[src/rtl/usr_pkg.sv]
// Shared definitions for the universal shift register: mode and state encodings
// plus the per-mode rule for a single-position step.
package usr_pkg;

  localparam logic [2:0] USR_ROL = 3'd0;
  localparam logic [2:0] USR_ROR = 3'd1;
  localparam logic [2:0] USR_SHL = 3'd2;
  localparam logic [2:0] USR_SHR = 3'd3;
  localparam logic [2:0] USR_ASR = 3'd4;

  typedef enum logic {
    USR_IDLE  = 1'b0,
    USR_SHIFT = 1'b1
  } usr_state_e;

  typedef struct packed {
    logic moved;
    logic left;
    logic in_bit;
    logic out_bit;
  } usr_step_t;

  // Width-independent part of one step: direction, entering bit and exiting bit.
  // Reserved modes report moved=0 so callers hold both data and serial output.
  function automatic usr_step_t usr_step_bits(input logic [2:0] mode, input logic msb,
                                              input logic lsb, input logic fill);
    usr_step_t s;
    s = '{moved: 1'b1, left: 1'b0, in_bit: 1'b0, out_bit: 1'b0};
    case (mode)
      USR_ROL: begin s.left = 1'b1; s.in_bit = msb;  s.out_bit = msb; end
      USR_ROR: begin s.left = 1'b0; s.in_bit = lsb;  s.out_bit = lsb; end
      USR_SHL: begin s.left = 1'b1; s.in_bit = fill; s.out_bit = msb; end
      USR_SHR: begin s.left = 1'b0; s.in_bit = fill; s.out_bit = lsb; end
      USR_ASR: begin s.left = 1'b0; s.in_bit = msb;  s.out_bit = lsb; end
      default: s.moved = 1'b0;
    endcase
    return s;
  endfunction

endpackage

[src/rtl/usr_step.sv]
// Combinational single-position shifter; one instance per step of the shift chain.
module usr_step
  import usr_pkg::*;
#(
  parameter int WIDTH = 8
) (
  input  logic [WIDTH-1:0] d_i,
  input  logic [2:0]       mode_i,
  input  logic             fill_i,
  output logic [WIDTH-1:0] d_next_o,
  output logic             bit_out_o,
  output logic             moved_o
);

  usr_step_t s;

  always_comb begin
    s         = usr_step_bits(mode_i, d_i[WIDTH-1], d_i[0], fill_i);
    d_next_o  = d_i;
    if (s.moved) begin
      if (s.left) d_next_o = {d_i[WIDTH-2:0], s.in_bit};
      else        d_next_o = {s.in_bit, d_i[WIDTH-1:1]};
    end
    bit_out_o = s.out_bit;
    moved_o   = s.moved;
  end

endmodule

[src/rtl/universal_shift_reg.sv]
// Universal shift/rotate register (ROL/ROR/SHL/SHR/ASR) with start/busy/done handshake.
// Define USR_BARREL_EN to complete each shift in a single cycle through a barrel chain.
module universal_shift_reg
  import usr_pkg::*;
#(
  parameter int WIDTH = 8,
  parameter int AMT_W = $clog2(WIDTH)
) (
  input  logic             clk,
  input  logic             reset_n,
  input  logic             load,
  input  logic [WIDTH-1:0] d_in,
  input  logic             start,
  input  logic [2:0]       mode,
  input  logic [AMT_W-1:0] amount,
  input  logic             ser_in,
  output logic [WIDTH-1:0] d_out,
  output logic             ser_out,
  output logic             busy,
  output logic             done
);

  logic [WIDTH-1:0] data_q, data_d;
  logic             ser_q, ser_d;
  logic             done_q, done_d;

`ifdef USR_BARREL_EN
  logic [WIDTH-1:0] stage_d     [WIDTH-1];
  logic             stage_bit   [WIDTH-1];
  logic             stage_moved [WIDTH-1];
  logic [WIDTH-1:0] barrel_d;
  logic             barrel_bit;

  // Stage g holds the register shifted by g+1 positions, fill taken live from ser_in.
  for (genvar g = 0; g < WIDTH - 1; g++) begin : g_stage
    logic [WIDTH-1:0] stage_in;
    if (g == 0) begin : g_first
      assign stage_in = data_q;
    end else begin : g_next
      assign stage_in = stage_d[g-1];
    end
    usr_step #(.WIDTH(WIDTH)) u_step (
      .d_i      (stage_in),
      .mode_i   (mode),
      .fill_i   (ser_in),
      .d_next_o (stage_d[g]),
      .bit_out_o(stage_bit[g]),
      .moved_o  (stage_moved[g])
    );
  end

  always_comb begin
    barrel_d   = data_q;
    barrel_bit = ser_q;
    for (int k = 1; k < WIDTH; k++) begin
      if (int'(amount) == k) begin
        barrel_d = stage_d[k-1];
        if (stage_moved[k-1]) barrel_bit = stage_bit[k-1];
      end
    end
  end

  always_comb begin
    data_d = data_q;
    ser_d  = ser_q;
    done_d = 1'b0;
    if (load) begin
      data_d = d_in;
    end else if (start) begin
      data_d = barrel_d;
      ser_d  = barrel_bit;
      done_d = 1'b1;
    end
  end

  assign busy = 1'b0;
`else
  usr_state_e       state_q, state_d;
  logic [AMT_W-1:0] cnt_q, cnt_d;
  logic [2:0]       mode_q, mode_d;
  logic             fill_q, fill_d;
  logic [WIDTH-1:0] step_d;
  logic             step_bit, step_moved;

  usr_step #(.WIDTH(WIDTH)) u_step (
    .d_i      (data_q),
    .mode_i   (mode_q),
    .fill_i   (fill_q),
    .d_next_o (step_d),
    .bit_out_o(step_bit),
    .moved_o  (step_moved)
  );

  // Mode and fill are captured at start so the controller may change them mid-shift.
  always_comb begin
    state_d = state_q;
    cnt_d   = cnt_q;
    mode_d  = mode_q;
    fill_d  = fill_q;
    data_d  = data_q;
    ser_d   = ser_q;
    done_d  = 1'b0;
    case (state_q)
      USR_IDLE: begin
        if (load) begin
          data_d = d_in;
        end else if (start) begin
          if (amount == '0) begin
            done_d = 1'b1;
          end else begin
            mode_d  = mode;
            fill_d  = ser_in;
            cnt_d   = amount;
            state_d = USR_SHIFT;
          end
        end
      end
      USR_SHIFT: begin
        if (load) begin
          data_d  = d_in;
          cnt_d   = '0;
          state_d = USR_IDLE;
        end else begin
          data_d = step_d;
          if (step_moved) ser_d = step_bit;
          cnt_d = cnt_q - AMT_W'(1);
          if (cnt_q == AMT_W'(1)) begin
            state_d = USR_IDLE;
            done_d  = 1'b1;
          end
        end
      end
      default: state_d = USR_IDLE;
    endcase
  end

  always_ff @(posedge clk or negedge reset_n) begin
    if (!reset_n) begin
      state_q <= USR_IDLE;
      cnt_q   <= '0;
      mode_q  <= USR_ROL;
      fill_q  <= 1'b0;
    end else begin
      state_q <= state_d;
      cnt_q   <= cnt_d;
      mode_q  <= mode_d;
      fill_q  <= fill_d;
    end
  end

  assign busy = (state_q == USR_SHIFT);
`endif

  always_ff @(posedge clk or negedge reset_n) begin
    if (!reset_n) begin
      data_q <= '0;
      ser_q  <= 1'b0;
      done_q <= 1'b0;
    end else begin
      data_q <= data_d;
      ser_q  <= ser_d;
      done_q <= done_d;
    end
  end

  assign d_out   = data_q;
  assign ser_out = ser_q;
  assign done    = done_q;

endmodule

[config.mk]
export PLATFORM = sky130hd
export DESIGN_NAME = universal_shift_reg
export DESIGN_NICKNAME = d
export VERILOG_FILES = /design/src/rtl/usr_pkg.sv /design/src/rtl/usr_step.sv /design/src/rtl/universal_shift_reg.sv
export SDC_FILE = /design/constraint.sdc
export NUM_CORES = 1
export LEC_CHECK = 0
export CAP_MARGIN = 20
export CORE_MARGIN = 1.5
export CORE_UTILIZATION = 40
export CTS_CLUSTER_SIZE = 16
export DETAILED_ROUTE_END_ITERATION = 12
export PLACE_DENSITY = 0.67
export SYNTH_ARGS = -nofsm -noshare
export SYNTH_HDL_FRONTEND = slang
export SYNTH_SLANG_ARGS = --single-unit
[constraint.sdc]
create_clock -name clk -period 2.4 [get_ports clk]
set_clock_uncertainty 0.2 [all_clocks]
set_input_delay 0.24 -clock clk [delete_from_list [all_inputs] [get_ports clk]]
set_output_delay 0.24 -clock clk [all_outputs]
set_load 0.01 [all_outputs]
=== After elaboration in Yosys (flattened, before gate mapping) ===
Index checks and enable logic that the tools add are counted.

* $add $sub $neg: 1
* Equality and inequality tests: 10
* Mux-type cells: 24
* Bitwise operators: 3
* Reductions and logical operators: 7

{| class="wikitable"
|+ Operators by type and width
! operator !! number
|-
| $mux 8 || 4
|-
| $pmux 8 s2 || 1
|-
| $pmux 3 s5 || 1
|-
| $mux 3 || 4
|-
| $mux 1 || 11
|-
| $ne 2x2->1 const B || 4
|-
| $eq 3x1->1 const B || 2
|-
| $eq 3x2->1 const B || 2
|-
| $logic_not 3->1 || 2
|-
| $pmux 3 s2 || 1
|-
| $reduce_and 3->1 || 2
|-
| $reduce_or 5->1 || 1
|-
| $pmux 1 s2 || 2
|-
| $reduce_and 4->1 || 1
|-
| $eq 3x3->1 const B || 1
|-
| $ne 3x2->1 const B || 1
|-
| $not 1->1 || 3
|-
| $sub 3x1->3 const B || 1
|-
| $reduce_and 2->1 || 1
|}

* Register bits: 18
* Bits of input ports: 19
* Word-level logic and storage cells: 52

=== Depth between registers and ports, before layout ===
Gate-level depths: netlist of run 1.

* Word-level depth: 6
* Mapped depth: 5

=== By module ===
A second synthesis of run 1 with hierarchy kept.

* Cells, all modules: 133
* Area total of the unflattened synthesis: 1,278.7 µm²

{| class="wikitable"
|+ Modules (own cells, without submodules)
! module !! instances !! cells an instance !! area an instance (µm²)
|-
| universal_shift_reg || 1 || 82 || 888.4
|-
| usr_step || 1 || 51 || 390.4
|}

=== Least setup slack after synthesis of run 1 ===
Ideal clock, no wire load.

* Kind: reg2reg
* From: register mode_q[2]
* To: register data_q[1], in the netlist d_out[1]
* Setup time: 126 ps
* Data arrival time: 1,290 ps
* Data required time: 2,074 ps
* Slack: 784 ps
* Stages on the path, launching flop included: 5
* Path through: dfrtp_1 buf_6 nor2_4 mux2_2 a221o_1

* Longest elaborated chain between the ends: 6
* Elaborated cells between the ends (all ways): 14
* Classes of those cells: eq/ne: 5; mux: 6; reduce/logical: 3

{| class="wikitable"
|+ Ends and longest elaborated chain
! item !! line !! RTL
|-
| from (decl) || universal_shift_reg.sv:80 || <nowiki>logic [2:0] mode_q, mode_d;</nowiki>
|-
| from (signal assigned) || universal_shift_reg.sv:146 || <nowiki>mode_q <= mode_d;</nowiki>
|-
| $eq 3x3->1 (tied with other cells) || usr_pkg.sv:29 || <nowiki>case (mode)</nowiki>
|-
| $pmux 3 s5 || usr_pkg.sv:29 ||
|-
| $mux 8 || usr_step.sv:21 || <nowiki>if (s.left) d_next_o = {d_i[WIDTH-2:0], s.in_bit};</nowiki>
|-
| $mux 8 || usr_step.sv:20 || <nowiki>if (s.moved) begin</nowiki>
|-
| $mux 8 || universal_shift_reg.sv:119 || <nowiki>if (load) begin</nowiki>
|-
| $pmux 8 s2 || universal_shift_reg.sv:103 || <nowiki>case (state_q)</nowiki>
|-
| to (signal assigned) || universal_shift_reg.sv:160 || <nowiki>data_q <= data_d;</nowiki>
|-
| to (decl) || universal_shift_reg.sv:23 || <nowiki>logic [WIDTH-1:0] data_q, data_d;</nowiki>
|}

Parallel ways exist; a longest one is shown, timed or not. The select of a mux whose other input is x is not followed.
A chain may end at the register's enable or synchronous reset.

=== Final worst setup path of run 1 ===
* From: register state_q, in the netlist busy
* To: output port busy

{| class="wikitable"
|+ RTL lines
! item !! line !! RTL
|-
| from (decl) || universal_shift_reg.sv:78 || <nowiki>usr_state_e state_q, state_d;</nowiki>
|-
| from (signal assigned) || universal_shift_reg.sv:144 || <nowiki>state_q <= state_d;</nowiki>
|-
| to (decl) || universal_shift_reg.sv:19 || <nowiki>output logic busy,</nowiki>
|}

No word-level cell between the ends.

==> results.md, run 1 <==
- Outcome: finished clean
- Xor/xnor share of the synthesized area: 0.8187%
- Worst path slowest cell: clkdlybuf4s50_1
- Cell area after synthesis: 1070 um^2
- Adder-Cell Fraction of Synth Area: 2.339%
- Vias: 874
- Pwr Density: 779.1 nW/um^2
- Post-Syn Nets: 115
- Worst EP required: 1.96 ns
- Yosys reg bits: 18
- Worst path cell trace: clkdlybuf4s50_1
- Layout Cells excl Fill: 156
- Clk_lat worst skew: 0.29 ns
- Post-place setup slack: 0.4230 ns
- Part of the Yosys area used for sequential elements: 42.11%
- Worst path bufs/invs: 1
- Max Cap Viol: 0
- TNS Setup: 0 ns
- Mux cell area share after synthesis: 15.67%
- Critical path class: flop to primary output
- VDD IR-drop max: 0.0005160 V
- Yosys cell types: 42
- Final hold vios: 0
- Period utilization: 80.47%
- Post-DP HPWL: 1746 um
- Fmax: 517.8 MHz
- Largest area contributor in the netlist: dfrtp_1
- DRT iter0 DRCs: 23
- Commonest non-fill, non-tap cell in the layout: clkdlybuf4s50_1
- Gpl congestion: 0.7269
- Layout cell share with drive strength beyond 1: 19.84%
- Area contributors post-synth: dfrtp_1 (42%), mux2_2 (11%), a221o_1 (3.7%)
- Layout Nets: 148
- Depth of the CTS H-tree: 1
- CTS tree: done
- Warnings, synthesis: 0
- Die width: 54.72 um
- Area grow syn2layout: 32.98%
- Worst Hold Class: input port to async pin
- Clk buf depth: 2
- GRT overflow: 0
- Mapped Cells: 94
- Largest net degree at the start of global routing: 19
- Final ANT Viol Nets: 0
- Endpoints failing setup: 0
- Final worst setup slack: 0.4686 ns
- TritonRoute pass-1 iters: 4
- Crit end category: primary output
- Slew margin rel.: 71.22%
- Crit start category: flop
- Wire per inst: 15.12 um
- CTS clk-pin slew, worst paths: 0.10 ns
- Worst slew pin tran: 0.4317 ns
- Worst EP arrival: 1.49 ns
- Row count: 18
- WL final: 2359 um
- Synth Flop Type: dfrtp_1
- Ant. Diodes: 0
- Post-CTS Resized: 0
- Slew Viols, Final: 0
- Async set or reset register ratio after synthesis: 100.0%
- Die area: 2994 um^2
- Vias in the first global route: 786
- I/O pins: 30
- Commonest non-fill, non-tap cells in the layout: clkdlybuf4s50_1 (29), dfrtp_1 (18), mux2_2 (10)
- RSZ-0062 raised after global routing: false
- TritonCTS Buffers: 3
- EDFF count, synth: 0
- P_leak: 0.5842 nW
- Initial Utilization: 42.79%
- Placed insts: 152
- IO buf count: 29
- Vias per inst: 5.603
- DRC Markers: 0
- CORE AREA: 2500 um^2
- Syn avg cell area: 11.38 um^2
- Final Critical Period: 1.931 ns
- Post-CTS Hold Fix Bufs: 0
- Largest family of logic cells by synthesized area: compound AO/OA/AOI/OAI gates
- Die height: 54.72 um
- Max FO, Critical Path: 10
- Compound-Gate Fraction of Synth Area: 20.47%
- Share of the synthesized area in the top cell type: 42.11%
- Number of setup buffers added after CTS: 0
- Tot GR Track Use: 17.51%
- CP delay by family, top: buffers and inverters
- Simple-gate share of the synthesized area: 13.68%
- Min Hold Slack: 0.05913 ns
- Clock Root Buffer: clkbuf_4
- # clock sinks: 18
- Antenna violations before repair: 0
- CP peak stage delay: 0.61 ns
- Pwr Total: 1.108 mW
- First-pass GRT wire length: 3691 um
## registers in the layout, summed over array words and instances, names as in the netlist
name / cells
busy: 1
cnt_q: 3
d_out: 8
done: 1
fill_q: 1
mode_q: 3
ser_out: 1
## worst paths after layout
check	startpoint	to	slack (ns)	cells past startpoint
setup reg to reg	mode_q[2]$_DFFE_PN0P_	d_out[4]$_DFFE_PN0P_	0.59	3
hold / removal	reset_n	ser_out$_DFFE_PN0P_	0.06	2
hold reg to reg	ser_out$_DFFE_PN0P_	ser_out$_DFFE_PN0P_	0.33	1
min in group clk	d_in[0]	d_out[0]$_DFFE_PN0P_	0.31	3
max in group asynchronous	reset_n	mode_q[0]$_DFFE_PN0P_	1.74	2
setup / recovery	busy$_DFF_PN0_	busy	0.47	1
## cells by family after synthesis
logic type                 count (synthesis)
AOI/OAI and AO/OA                         28
xor gates and xnor gates                   1
adders and majority gates                  2
buffers and inverters                     10
DFF                                       18
muxes                                     15
and+or+nand+nor                           20
## cell usage after synthesis, types with 2 or more instances
library cell	instances
nor2_4	2
o21ai_0	3
dfrtp_1	18
ha_1	2
and2_1	4
a21oi_1	2
a211oi_1	2
mux2_2	10
nor2_1	2
a221o_1	4
mux2i_1	4
buf_6	2
nand2_1	3
inv_1	6
o21a_1	3
## per-stage QoR
stage	utilization, %	area [um^2]
finish	56.91	1423
global route	56.91	1423
CTS	56.91	1423
detailed placement	55.46	1386
global placement	55.46	1386
floorplan	-	1070
## cell type report
class / count / area [um^2]
timing repair buffer: 31 / 305.3
sequential: 18 / 450.4
multi-input combinational: 66 / 566.8
clock buffer: 4 / 36.28
fill: 228 / 1077
tap: 30 / 37.54
inverter: 7 / 26.28
## power by group
part | switching, mW | internal (mW)
Clock | 0.0967 | 0.0924
Sequential | 0.111 | 0.378
Combinational | 0.172 | 0.258
## layer usage
metal / global-route usage [%] / vias to the layer above / wire [um]
met5: 0 / - / 0
met4: 3.750 / 0 / 15
met3: 5.738 / 2 / 101
met2: 27.98 / 22 / 1075
met1: 22.88 / 432 / 1166
li1: - / 418 / -
Power figures use the tool's default switching activity.
==> run 2, diff against run 1 <==
==> constraint.sdc (replaced) <==
create_clock -name clk -period 1.8 [get_ports clk]
set_clock_uncertainty 0.2 [all_clocks]
set_input_delay 0.18 -clock clk [delete_from_list [all_inputs] [get_ports clk]]
set_output_delay 0.18 -clock clk [all_outputs]
set_load 0.01 [all_outputs]
==> run 2 against run 1 <==
Effect of this change:
- die area unchanged
- combinational power up 61%
- flip-flop and latch count is the same
- largest cell class unchanged
- first-iteration DRC count down 30%
- count of clock-buffer cells in the layout did not move
- utilization rose by 4.3 points
- non-clock buffer count grew 12
- sequential power is 26% higher
- critical path depth did not move
- power rose by 41%
- routed wire length increased by 9.4%
- cell count increased by 7.7%
- highest routed layer unchanged
==> results.md, run 2 (synthesized netlist as in run 1, its figures left out) <==
- First-pass GRT wire length: 4029 um (+9.2%)
- # clock sinks: 18 (unchanged)
- CTS clk-pin slew, worst paths: 0.11 ns (about the same)
- TritonCTS Buffers: 3 (unchanged)
- Commonest non-fill, non-tap cell in the layout: clkdlybuf4s50_1
- Crit start category: flop
- Reg2reg start: mode_q[0]$_DFFE_PN0P_
- P_leak: 0.6438 nW (+10%)
- Worst EP required: 1.42 ns (-0.54 ns)
- R2r endpoint: d_out[4]$_DFFE_PN0P_
- Row count: 18 (unchanged)
- RSZ-0062 raised after global routing: false
- Max FO, Critical Path: 6 (-4)
- Fmax: 592.2 MHz
- Worst path slowest cell: clkdlybuf4s50_1
- Layout cell share with drive strength beyond 1: 26.81% (+7.0 points)
- Max reg flops: 8 (unchanged)
- Largest net degree at the start of global routing: 19 (unchanged)
- Commonest non-fill, non-tap cells in the layout: clkdlybuf4s50_1 (29), dfrtp_1 (17), buf_4 (12)
- Layout Nets: 160 (+8.1%)
- Min-delay src: d_in[0]
- Post-place setup slack: -0.06583 ns (-0.4889 ns)
- Pwr Density: 1023 nW/um^2 (+31%)
- Layout Cells excl Fill: 168 (+7.7%)
- Antenna violations before repair: 0 (unchanged)
- Worst path cell trace: clkdlybuf4s50_1
- Final hold vios: 0 (unchanged)
- Ant. Diodes: 0 (unchanged)
- Period utilization: 93.81%
- Final Critical Period: 1.689 ns
- Placed insts: 162 (+6.6%)
- DRT iter0 DRCs: 16 (-30%)
- Tot GR Track Use: 18.94% (+1.4 points)
- Gpl congestion: 0.7621 (+4.8%)
- Outcome: finished clean
- DRC Markers: 0 (unchanged)
- Hold path cells: 3
- WL final: 2581 um (+9.4%)
- Register-to-register setup slack: 0.16 ns (-0.43 ns)
- Fin util: 61.16% (+4.3 points)
- Crit end category: primary output
- VDD IR-drop max: 0.0005884 V (+14%)
- Clock Root Buffer: clkbuf_4
- Hold Crit Endpoint: d_out[0]$_DFFE_PN0P_
- Worst Hold Class: input port to flop
- Endpoints failing setup: 0 (unchanged)
- FF-to-FF path depth: 3 (unchanged)
- Critical path class: flop to primary output
- Worst path bufs/invs: 1 (unchanged)
- Die area: 2994 um^2 (unchanged)
- Post-DP HPWL: 1978 um (+13%)
- CORE AREA: 2500 um^2 (unchanged)
- CP delay by family, top: buffers and inverters
- Vias per inst: 5.369 (-4.2%)
- Final worst setup slack: 0.1114 ns (-0.3572 ns)
- Final ANT Viol Nets: 0 (unchanged)
- Depth of the CTS H-tree: 1 (unchanged)
- I/O pins: 30 (unchanged)
- Initial Utilization: 42.79% (unchanged)
- CP peak stage delay: 0.57 ns (-0.04 ns)
- Clk_lat worst skew: 0.29 ns (about the same)
- GRT overflow: 0 (unchanged)
- Slew margin rel.: 74.61% (+3.4 points)
- Max Cap Viol: 0 (unchanged)
- Clk buf depth: 2 (unchanged)
- Worst slew pin tran: 0.3780 ns (-0.05372 ns)
- Die height: 54.72 um (unchanged)
- Worst EP arrival: 1.31 ns (-0.18 ns)
- CTS tree: done
- TritonRoute pass-1 iters: 6 (+2)
- IO buf count: 29 (unchanged)
- Area grow syn2layout: 42.92%
- Vias: 902 (+3.2%)
- Die width: 54.72 um (unchanged)
- TNS Setup: 0 ns (unchanged)
- Launch point of the worst path: d_out[0]$_DFFE_PN0P_
- Slew Viols, Final: 0 (unchanged)
- Vias in the first global route: 874 (+11%)
- Wire per inst: 15.36 um (+1.6%)
run 2: where the power goes:
part | leakage, nW | switching [mW] | internal, mW | total, mW
clock | 0.0210 | 0.134 | 0.123 | 0.257
sequential | 0.217 | 0.110 | 0.506 | 0.616
combinational | 0.406 | 0.290 | 0.401 | 0.691
total | 0.644 | 0.534 | 1.03 | 1.56
run 2: timing repair:
action                                  CTS  global route
gates resized for setup                   1             0
cloned                                    0             0
endpoints found under the hold margin     8             0
hold buffers                              1             0
setup buffers                             0             1
endpoints found under the setup margin    1             1
run 2: how the worst max path moves through the flow:
stage                     slack, ns                    end  depth (start not counted)
after floorplan                0.18   d_out[1]$_DFFE_PN0P_                          4
after global placement        -0.02  mode_q[2]$_DFFE_PN0P_                          3
after detailed placement      -0.07  mode_q[2]$_DFFE_PN0P_                          3
after CTS                      0.05                   busy                          1
after global routing           0.06               d_out[0]                          1
final                          0.11               d_out[0]                          1
run 2: layer usage:
metal  vias up  wire length (um)  global-route usage, %  share of wire [%]
met5         -                 0                      0                  0
li1        442                 -                      -                  -
met3         4               124                  3.279                4.8
met2        19              1200                  28.37                 46
met1       437              1237                  26.78                 48
met4         0                18                  7.500               0.70
run 2: area by class of cell:
type                       instances  area, um^2
clock buffer                       4       36.28
fill                             220       970.9
inverter                           7       26.28
multi-input combinational         66       566.8
sequential                        18       451.7
tap                               30       37.54
timing repair buffer              43       410.4
run 2: through the flow:
step / power [mW] / hold slack [ns] / cell area (um^2)
after CTS: 1.570 / 0.2382 / 1521
after global placement: 1.285 / 0.2989 / 1474
final: 1.564 / 0.2441 / 1529
after global routing: 1.662 / 0.2632 / 1529
after detailed placement: 1.303 / 0.3131 / 1474
after floorplan: 1.016 / -0.3156 / 1070
